File: config.mk
export PLATFORM = sky130hd
export DESIGN_NAME = vehicle_detect_conditioner
export DESIGN_NICKNAME = d
export VERILOG_FILES = /design/src/rtl/vehicle_detect_conditioner_pkg.sv /design/src/rtl/vehicle_detect_conditioner_sync_ff.sv /design/src/rtl/vehicle_detect_conditioner.sv
export SDC_FILE = /design/constraint.sdc
export NUM_CORES = 1
export LEC_CHECK = 0
export ABC_AREA = 1
export CAP_MARGIN = 20
export CORE_ASPECT_RATIO = 1.5
export CORE_MARGIN = 10
export CORE_UTILIZATION = 63
export CTS_CLUSTER_DIAMETER = 80
export CTS_CLUSTER_SIZE = 24
export DETAILED_ROUTE_END_ITERATION = 8
export GPL_ROUTABILITY_DRIVEN = 0
export HOLD_SLACK_MARGIN = 0.1
export PLACE_DENSITY = 0.85
export SYNTH_ARGS = -nofsm -noshare
export SYNTH_HDL_FRONTEND = slang
export SYNTH_SLANG_ARGS = --single-unit
File: constraint.sdc
create_clock -name clk -period 2.2 [get_ports clk]
set_input_delay 0.44 -clock clk [delete_from_list [all_inputs] [get_ports clk]]
set_output_delay 0.44 -clock clk [all_outputs]
set_load 0.02 [all_outputs]
File: src/rtl/vehicle_detect_conditioner_pkg.sv
// Shared types and default timing for the cross-road loop conditioner.
// One clock period is one second of system time.
package vehicle_detect_conditioner_pkg;

    typedef enum logic [2:0] {
        ST_IDLE      = 3'd0,
        ST_ARMING    = 3'd1,
        ST_PRESENT   = 3'd2,
        ST_RELEASING = 3'd3,
        ST_STUCK     = 3'd4
    } state_t;

    localparam int DEF_ON_CYCLES    = 3;
    localparam int DEF_OFF_CYCLES   = 5;
    localparam int DEF_STUCK_CYCLES = 60;
    localparam int VCOUNT_W         = 8;

endpackage

File: src/rtl/vehicle_detect_conditioner_sync_ff.sv
// Multi-flop synchroniser for an asynchronous single-bit input; clears to 0.
module sync_ff #(
    parameter int STAGES = 2
) (
    input  logic clk,
    input  logic rst,
    input  logic i_d,
    output logic o_q
);

    logic [STAGES-1:0] r_chain;

    always_ff @(posedge clk) begin
        if (!rst) begin
            r_chain <= '0;
        end else begin
            r_chain <= {r_chain[STAGES-2:0], i_d};
        end
    end

    assign o_q = r_chain[STAGES-1];

endmodule

File: src/rtl/vehicle_detect_conditioner.sv
// Conditions the raw cross-road loop into a debounced detect level, flags a
// stuck-on loop and keeps a saturating arrival count.
module vehicle_detect_conditioner
    import vehicle_detect_conditioner_pkg::*;
#(
    parameter int SYNC_STAGES  = 2,
    parameter int ON_CYCLES    = DEF_ON_CYCLES,
    parameter int OFF_CYCLES   = DEF_OFF_CYCLES,
    parameter int STUCK_CYCLES = DEF_STUCK_CYCLES,
    parameter int CNT_W        = 7
) (
    input  logic                clk,
    input  logic                rst,
    input  logic                loop_raw,
    input  logic                fault_clr,
    output logic                CR_vehicle_detect,
    output logic                detect_rise,
    output logic                fault,
    output logic [VCOUNT_W-1:0] vehicle_count
);

    localparam logic [CNT_W-1:0] ON_LAST    = CNT_W'(ON_CYCLES - 1);
    localparam logic [CNT_W-1:0] OFF_LAST   = CNT_W'(OFF_CYCLES - 1);
    localparam logic [CNT_W-1:0] STUCK_LAST = CNT_W'(STUCK_CYCLES - 1);
    localparam logic [CNT_W-1:0] CNT_ONE    = CNT_W'(1);

    function automatic logic [VCOUNT_W-1:0] sat_inc(input logic [VCOUNT_W-1:0] v);
        return (v == '1) ? v : v + 1'b1;
    endfunction

    logic                w_s;
    state_t              r_state, w_state_nx;
    logic [CNT_W-1:0]    r_qcnt, w_qcnt_nx;
    logic [CNT_W-1:0]    r_hcnt, w_hcnt_nx;
    logic [CNT_W-1:0]    r_scnt, w_scnt_nx;
    logic                r_detect, w_detect_nx;
    logic                r_rise, w_rise_nx;
    logic                r_fault, w_fault_nx;
    logic [VCOUNT_W-1:0] r_count, w_count_nx;

    sync_ff #(
        .STAGES (SYNC_STAGES)
    ) u_sync (
        .clk (clk),
        .rst (rst),
        .i_d (loop_raw),
        .o_q (w_s)
    );

    always_comb begin
        w_state_nx  = r_state;
        w_qcnt_nx   = r_qcnt;
        w_hcnt_nx   = r_hcnt;
        w_scnt_nx   = r_scnt;
        w_detect_nx = r_detect;
        w_rise_nx   = 1'b0;
        w_fault_nx  = r_fault;
        w_count_nx  = r_count;

        case (r_state)
            ST_IDLE: begin
                w_detect_nx = 1'b0;
                if (w_s) begin
                    if (ON_CYCLES == 1) begin
                        w_state_nx  = ST_PRESENT;
                        w_detect_nx = 1'b1;
                        w_rise_nx   = 1'b1;
                        w_count_nx  = sat_inc(r_count);
                        w_scnt_nx   = CNT_ONE;
                        w_qcnt_nx   = '0;
                    end else begin
                        w_state_nx = ST_ARMING;
                        w_qcnt_nx  = CNT_ONE;
                    end
                end
            end

            ST_ARMING: begin
                if (!w_s) begin
                    w_state_nx = ST_IDLE;
                    w_qcnt_nx  = '0;
                end else if (r_qcnt == ON_LAST) begin
                    w_state_nx  = ST_PRESENT;
                    w_detect_nx = 1'b1;
                    w_rise_nx   = 1'b1;
                    w_count_nx  = sat_inc(r_count);
                    w_scnt_nx   = CNT_ONE;
                    w_qcnt_nx   = '0;
                end else begin
                    w_qcnt_nx = r_qcnt + CNT_ONE;
                end
            end

            ST_PRESENT, ST_RELEASING: begin
                // Stuck detection outranks any release or re-arrival decision
                if (r_scnt == STUCK_LAST) begin
                    w_state_nx = ST_STUCK;
                    w_fault_nx = 1'b1;
                    w_hcnt_nx  = '0;
                end else begin
                    w_scnt_nx = r_scnt + CNT_ONE;
                    if (w_s) begin
                        w_state_nx = ST_PRESENT;
                        w_hcnt_nx  = '0;
                    end else if ((r_state == ST_RELEASING && r_hcnt == OFF_LAST) ||
                                 (r_state == ST_PRESENT && OFF_CYCLES == 1)) begin
                        w_state_nx  = ST_IDLE;
                        w_detect_nx = 1'b0;
                        w_scnt_nx   = '0;
                        w_hcnt_nx   = '0;
                    end else if (r_state == ST_PRESENT) begin
                        w_state_nx = ST_RELEASING;
                        w_hcnt_nx  = CNT_ONE;
                    end else begin
                        w_hcnt_nx = r_hcnt + CNT_ONE;
                    end
                end
            end

            ST_STUCK: begin
                // A clear is honoured only once the loop actually reads empty
                if (fault_clr && !w_s) begin
                    w_state_nx  = ST_IDLE;
                    w_detect_nx = 1'b0;
                    w_fault_nx  = 1'b0;
                    w_scnt_nx   = '0;
                end
            end

            default: begin
                w_state_nx  = ST_IDLE;
                w_qcnt_nx   = '0;
                w_hcnt_nx   = '0;
                w_scnt_nx   = '0;
                w_detect_nx = 1'b0;
                w_fault_nx  = 1'b0;
            end
        endcase
    end

    always_ff @(posedge clk) begin
        if (!rst) begin
            r_state  <= ST_IDLE;
            r_qcnt   <= '0;
            r_hcnt   <= '0;
            r_scnt   <= '0;
            r_detect <= 1'b0;
            r_rise   <= 1'b0;
            r_fault  <= 1'b0;
            r_count  <= '0;
        end else begin
            r_state  <= w_state_nx;
            r_qcnt   <= w_qcnt_nx;
            r_hcnt   <= w_hcnt_nx;
            r_scnt   <= w_scnt_nx;
            r_detect <= w_detect_nx;
            r_rise   <= w_rise_nx;
            r_fault  <= w_fault_nx;
            r_count  <= w_count_nx;
        end
    end

    assign CR_vehicle_detect = r_detect;
    assign detect_rise       = r_rise;
    assign fault             = r_fault;
    assign vehicle_count     = r_count;

endmodule

==> metrics.cfg, run 1 <==
[power]
power.leakage_nw = 0.926
ir_drop_mv = 0.568
p_per_area_nw_per_um2 = 523

[worst_setup_path]
cp.arrival_ns = 1.37
path_delay_family = buffers and inverters
worstPathMaxFanout = 6
cpPeakStageDelay_ns = 0.64
rrSetupSlack_ns = 0.54
worst-setup-path-type = register to output port
cp-start-kind = register
cp_num_buf_inv = 1
worst_path_max_delay_cell = clkdlybuf4s50_1
worstSetupEndpointType = output port
crit_path_cell_trace = clkdlybuf4s50_1
cp.required_ns = 1.76

[finish]
multiInputGateArea_um2 = 1190
drive_above_1_share = 0.109
fillers = 276
fin_util = 0.750
nNetsFinal = 348
diodes = 0
area_delta_synth_final_pct = 13.5
seqCellArea_um2 = 741

[sta]
fmax_mhz = 552
fin_skew_ns = 0.00359
finalCritPeriodShare = 0.824
setup_tns_ns = 0
rsz0062_at_grt = no
slew_headroom = 0.730
worstMarginPinSlew_ns = 0.401
period_minus_slack_ns = 1.81
finalMaxSlewViolations = 0
hold_viol_final = 0
setup_viol = 0

[cts]
path_clk_slew_ns = 0.07
clockRootBuffer = clkbuf_8
clkLatencyLatePin_ns = 0.30
post-cts-setup-buffers = 0
htree_levels = 2
post_cts_resized = 0
hold_buffers = 0
cts_tree = yes
clock_sinks = 37
cts_buffers = 5
clk_path_buf_depth = 2

[drt]
wire_per_inst_um = 12.1
dr.pass1.iters = 5
viasPerCell = 5.29
drt_iter0_markers = 157
drtAntennaViolNets = 0
drc = 0
routed_wl_um = 4580
vias = 2000

[die]
ioPinCount = 15
dieArea_um2 = 6110
rows = 25
die_h_um = 90.9
core_um2 = 3190
die_w_um = 67.2
initial_core_util = 0.661

[grt]
grt_pass1_vias = 1930
grt_antenna_before_repair = 0
grt_pass1_wl_um = 8170
gr-usage-all-layers = 0.164
grt-ovfl-total = 0
grt_max_degree = 14

[logic_synthesis]
netlist_area_um2 = 2110
syn_avg_cell_area_um2 = 6.65
yosysSeqAreaShare = 0.351
ys_ff_latch = 37
syn_inst = 317
synth_fp_nets = 327
synth.distinct_cells = 32
yosys_warnings = 0

[run]
maxCapViolations = 0

[placed_design]
place.port_buffers = 14
dp_hpwl_um = 3430

[outcome]
status = completed

[worst_hold_path]
hp-class = register to register

-- registers in the layout, summed over array words and instances, names as in the netlist --
name               flops
CR_vehicle_detect      1
detect_rise            1
fault                  1
r_hcnt                 7
r_qcnt                 7
r_scnt                 7
r_state                3
u_sync.r_chain         2
vehicle_count          8
-- per-layer routing --
| metal | track usage | share of wire | up-vias |
|---|---|---|---|
| met5 | 0 | 0 | - |
| met4 | 0.0636 | 0.017 | 0 |
| met3 | 0.0435 | 0.055 | 9 |
| met2 | 0.288 | 0.51 | 52 |
| met1 | 0.177 | 0.42 | 896 |
| li1 | - | - | 1043 |
-- where the power goes --
part / switching, mW / internal, mW / leakage [nW]
combinational: 0.0510 / 0.0269 / 0.583
clock: 0.242 / 0.249 / 0.0443
sequential: 0.00550 / 0.676 / 0.299
total: 0.299 / 0.951 / 0.926
-- final timing paths --
check / to / from / cells after the start
max reg2reg: vehicle_count[4] / vehicle_count[1] / 9
min reg2reg: u_sync.r_chain[1] / u_sync.r_chain[0] / 2
min: u_sync.r_chain[1] / u_sync.r_chain[0] / 2
max: vehicle_count[2] / vehicle_count[2] / 1
-- per-stage QoR --
step | hold WS [ns] | total power, mW | cells | cell area (um^2) | worst slack [ns]
3_3_place_gp | 0.393 | 0.772 | 371 | 2310 | 0.517
2_1_floorplan | 0.390 | 0.749 | 317 | 2110 | 0.674
3_5_place_dp | 0.402 | 0.774 | 371 | 2310 | 0.488
5_1_grt | 0.447 | 1.29 | 378 | 2390 | 0.329
6_report | 0.418 | 1.25 | 378 | 2390 | 0.387
4_1_cts | 0.418 | 1.25 | 378 | 2390 | 0.394
-- final cells by class --
type | instances | share of cell area
inverters | 44 | 0.0696
clock buffers | 7 | 0.0361
repair buffers | 16 | 0.0649
well taps | 40 | 0.0209
flip-flops and latches | 37 | 0.310
multi-input cells | 234 | 0.499
-- cells in the mapped netlist, drive strengths merged --
cell / count / area (um^2)
nand3: 25 / 135
clkbuf: 2 / 7.51
xnor2: 2 / 17.5
o21ai: 10 / 53.8
xor2: 7 / 61.3
nand2: 85 / 334
nor2: 59 / 272
a31oi: 1 / 6.26
nand4: 5 / 37.5
ha: 6 / 75.1
o2111ai: 1 / 8.76
nor3: 10 / 60.1
dfxtp: 37 / 741
a21oi: 19 / 103
and3: 1 / 6.26
clkinv: 2 / 8.75
o221ai: 1 / 8.76
inv: 42 / 158
or2: 2 / 15.0
-- cell usage in the layout (no fill, tap or decap) --
cell type / n
nand2_1: 81
nor2_1: 47
inv_1: 39
dfxtp_1: 37
nand3_1: 23
a21oi_1: 17
clkdlybuf4s50_1: 14
nor2_2: 8
o21ai_0: 8
nor3_1: 8
xor2_1: 7
ha_1: 6
clkbuf_8: 6
nor2_4: 4
nand4_1: 4
nand2_2: 3
inv_2: 3
nand3_2: 2
a21oi_2: 2
nor3_2: 2
xnor2_1: 2
buf_4: 2
or2_1: 1
o221ai_1: 1
clkinv_2: 1
nand2_4: 1
or2_4: 1
o21ai_2: 1
o2111ai_1: 1
nand4_2: 1
and3_1: 1
a31oi_1: 1
o21ai_1: 1
clkinv_1: 1
clkbuf_1: 1
-- logic make-up (layout without fill, tap and decap cells) --
| group | Yosys count | in the layout | synth area share |
|---|---|---|---|
| AOI/OAI and AO/OA | 32 | 32 | 0.0855 |
| xor gates and xnor gates | 9 | 9 | 0.0374 |
| and+or+nand+nor | 187 | 187 | 0.408 |
| DFF | 37 | 37 | 0.351 |
| buffers and inverters | 46 | 67 | 0.0825 |
| adders and majority gates | 6 | 6 | 0.0356 |
No activity file was read; power rests on OpenSTA's default activity.
==> run 2: changes to the inputs <==
--- a/config.mk
+++ b/config.mk
@@ -9,13 +9,13 @@
 export CAP_MARGIN = 20
 export CORE_ASPECT_RATIO = 1.5
 export CORE_MARGIN = 10
-export CORE_UTILIZATION = 63
+export CORE_UTILIZATION = 52
 export CTS_CLUSTER_DIAMETER = 80
 export CTS_CLUSTER_SIZE = 24
 export DETAILED_ROUTE_END_ITERATION = 8
 export GPL_ROUTABILITY_DRIVEN = 0
 export HOLD_SLACK_MARGIN = 0.1
-export PLACE_DENSITY = 0.85
+export PLACE_DENSITY = 0.75
 export SYNTH_ARGS = -nofsm -noshare
 export SYNTH_HDL_FRONTEND = slang
 export SYNTH_SLANG_ARGS = --single-unit
==> constraint.sdc (replaced) <==
create_clock -name clk -period 1.5 [get_ports clk]
set_input_delay 0.3 -clock clk [delete_from_list [all_inputs] [get_ports clk]]
set_output_delay 0.3 -clock clk [all_outputs]
set_load 0.02 [all_outputs]
==> run 2 against run 1 <==
Effect of this change: sequential cell count unchanged; clock skew barely moved; total power up 55%; critical path type is now register to register.
==> metrics.cfg, run 2 (synthesis results as in run 1) <==
[power]
intPower_mw = 1.46
combPwrFrac = 0.074
swShare = 0.244
total_power_mw = 1.93
ir_drop_mv = 0.497
clkPwrFrac = 0.410
p_switching_mw = 0.472
power_frac_seq = 0.516
power.leakage_nw = 1.11
p_per_area_nw_per_um2 = 711

[drt]
drt_iter0_markers = 110
drtAntennaViolNets = 0
routed_wl_um = 4930
drc = 0
dr.pass1.iters = 4
wire_per_inst_um = 12.2
viasPerCell = 5.13
vias = 2073

[worst_setup_path]
crit_path_cell_trace = inv_2, ha_4, inv_2, nor2_4, nand3_4, nand2_4, nand3_4, nor2_4, nand2_1, nand2_1, nor2_2
cp.arrival_ns = 1.67
worst_path_max_delay_cell = dfxtp_2
cp_num_buf_inv = 2
cp.required_ns = 1.69
cpPeakStageDelay_ns = 0.33
path_delay_family = simple AND/OR/NAND/NOR gates
worst-setup-path-type = register to register
worstSetupEndpointType = register
worstPathMaxFanout = 6
cp-start-kind = register

[sta]
rsz0062_at_grt = yes
setup_tns_ns = 0
fmax_mhz = 675
fin_skew_ns = 0.00353
worst_hold_slack_ns = 0.418
setup_viol = 0
finalCritPeriodShare = 0.987
finalMaxSlewViolations = 0
setup_ws_ns = 0.0192
hold_viol_final = 0
period_minus_slack_ns = 1.48
worstMarginPinSlew_ns = 0.282
slew_headroom = 0.811

[grt]
grt-ovfl-total = 0
gr-usage-all-layers = 0.134
grt_pass1_wl_um = 7960
grt_max_degree = 14
grt_antenna_before_repair = 0
grt_pass1_vias = 1863

[cts]
clkLatencyLatePin_ns = 0.29
htree_levels = 2
hold_buffers = 0
clk_path_buf_depth = 2
cts_buffers = 5
clock_sinks = 37
cts_tree = yes
clockRootBuffer = clkbuf_8
path_clk_slew_ns = 0.08

[finish]
diodes = 0
area_delta_synth_final_pct = 29.0
nNetsFinal = 368
final_area_um2 = 2720
largest_reg_flops = 8
final_common_cell = nand2_1
final_cell_mix = nand2_1, nor2_1, inv_1
drive_above_1_share = 0.234

[die]
dieArea_um2 = 7050
die_w_um = 72.0
rows = 28
core_um2 = 3920
die_h_um = 98.0
ioPinCount = 15
initial_core_util = 0.537

[outcome]
status = completed

[placed_design]
dp_hpwl_um = 3500
dpl_cell_area_um2 = 2470
post-place-ws_ns = -0.0741
place.port_buffers = 14

[worst_hold_path]
hp-class = register to register

[run]
maxCapViolations = 0

run 2: power by group through the flow:
stage / clock [mW] / combinational, mW / sequential [mW]
4_1_cts: 0.790 / 0.128 / 0.996
6_report: 0.793 / 0.142 / 0.997
3_5_place_dp: 0 / 0.129 / 1.02
3_3_place_gp: 0 / 0.128 / 1.02
5_1_grt: 0.842 / 0.160 / 0.999
2_1_floorplan: 0 / 0.0761 / 1.02
run 2: final timing paths:
kind / from / to / slack (ns) / cells past startpoint
max: r_qcnt[0] / r_scnt[2] / 0.02 / 11
min: u_sync.r_chain[0] / u_sync.r_chain[1] / 0.42 / 2
max reg2reg: r_qcnt[0] / r_scnt[2] / 0.02 / 11
min reg2reg: u_sync.r_chain[0] / u_sync.r_chain[1] / 0.42 / 2
run 2: per-layer routing:
metal,track usage,wire (um)
met1,0.147,2120
met2,0.231,2500
met3,0.0375,190
met4,0.0568,115
met5,0,0
run 2: area by class of cell:
cell class,instances,area [um^2]
Sequential cell,37,747
Timing Repair Buffer,36,315
Multi-Input combinational cell,234,1330
Inverter,44,166
Clock buffer,7,96.3
Clock inverter,1,5.00
Tap cell,45,56.3
Fill cell,345,1200
run 2: stage by stage:
step	util	std cells
finish	0.693	404
global route	0.693	404
CTS	0.654	403
detailed placement	0.629	395
global placement	0.629	395
floorplan	-	317
run 2: tightest hold or removal path, delay by kind of cell (launching register included):
kind	cells	cell delay [ns]
AND/OR/NAND/NOR	1	0.05
buffers and inverters	1	0.04
flip-flops	1	0.31
run 2: repair_timing:
action                                 4_1_cts  5_1_grt
pin swaps                                    0       12
setup buffers                                0        1
gates resized for setup                     13       42
endpoints found under the hold margin        0        0
setup endpoints to repair                   19       28
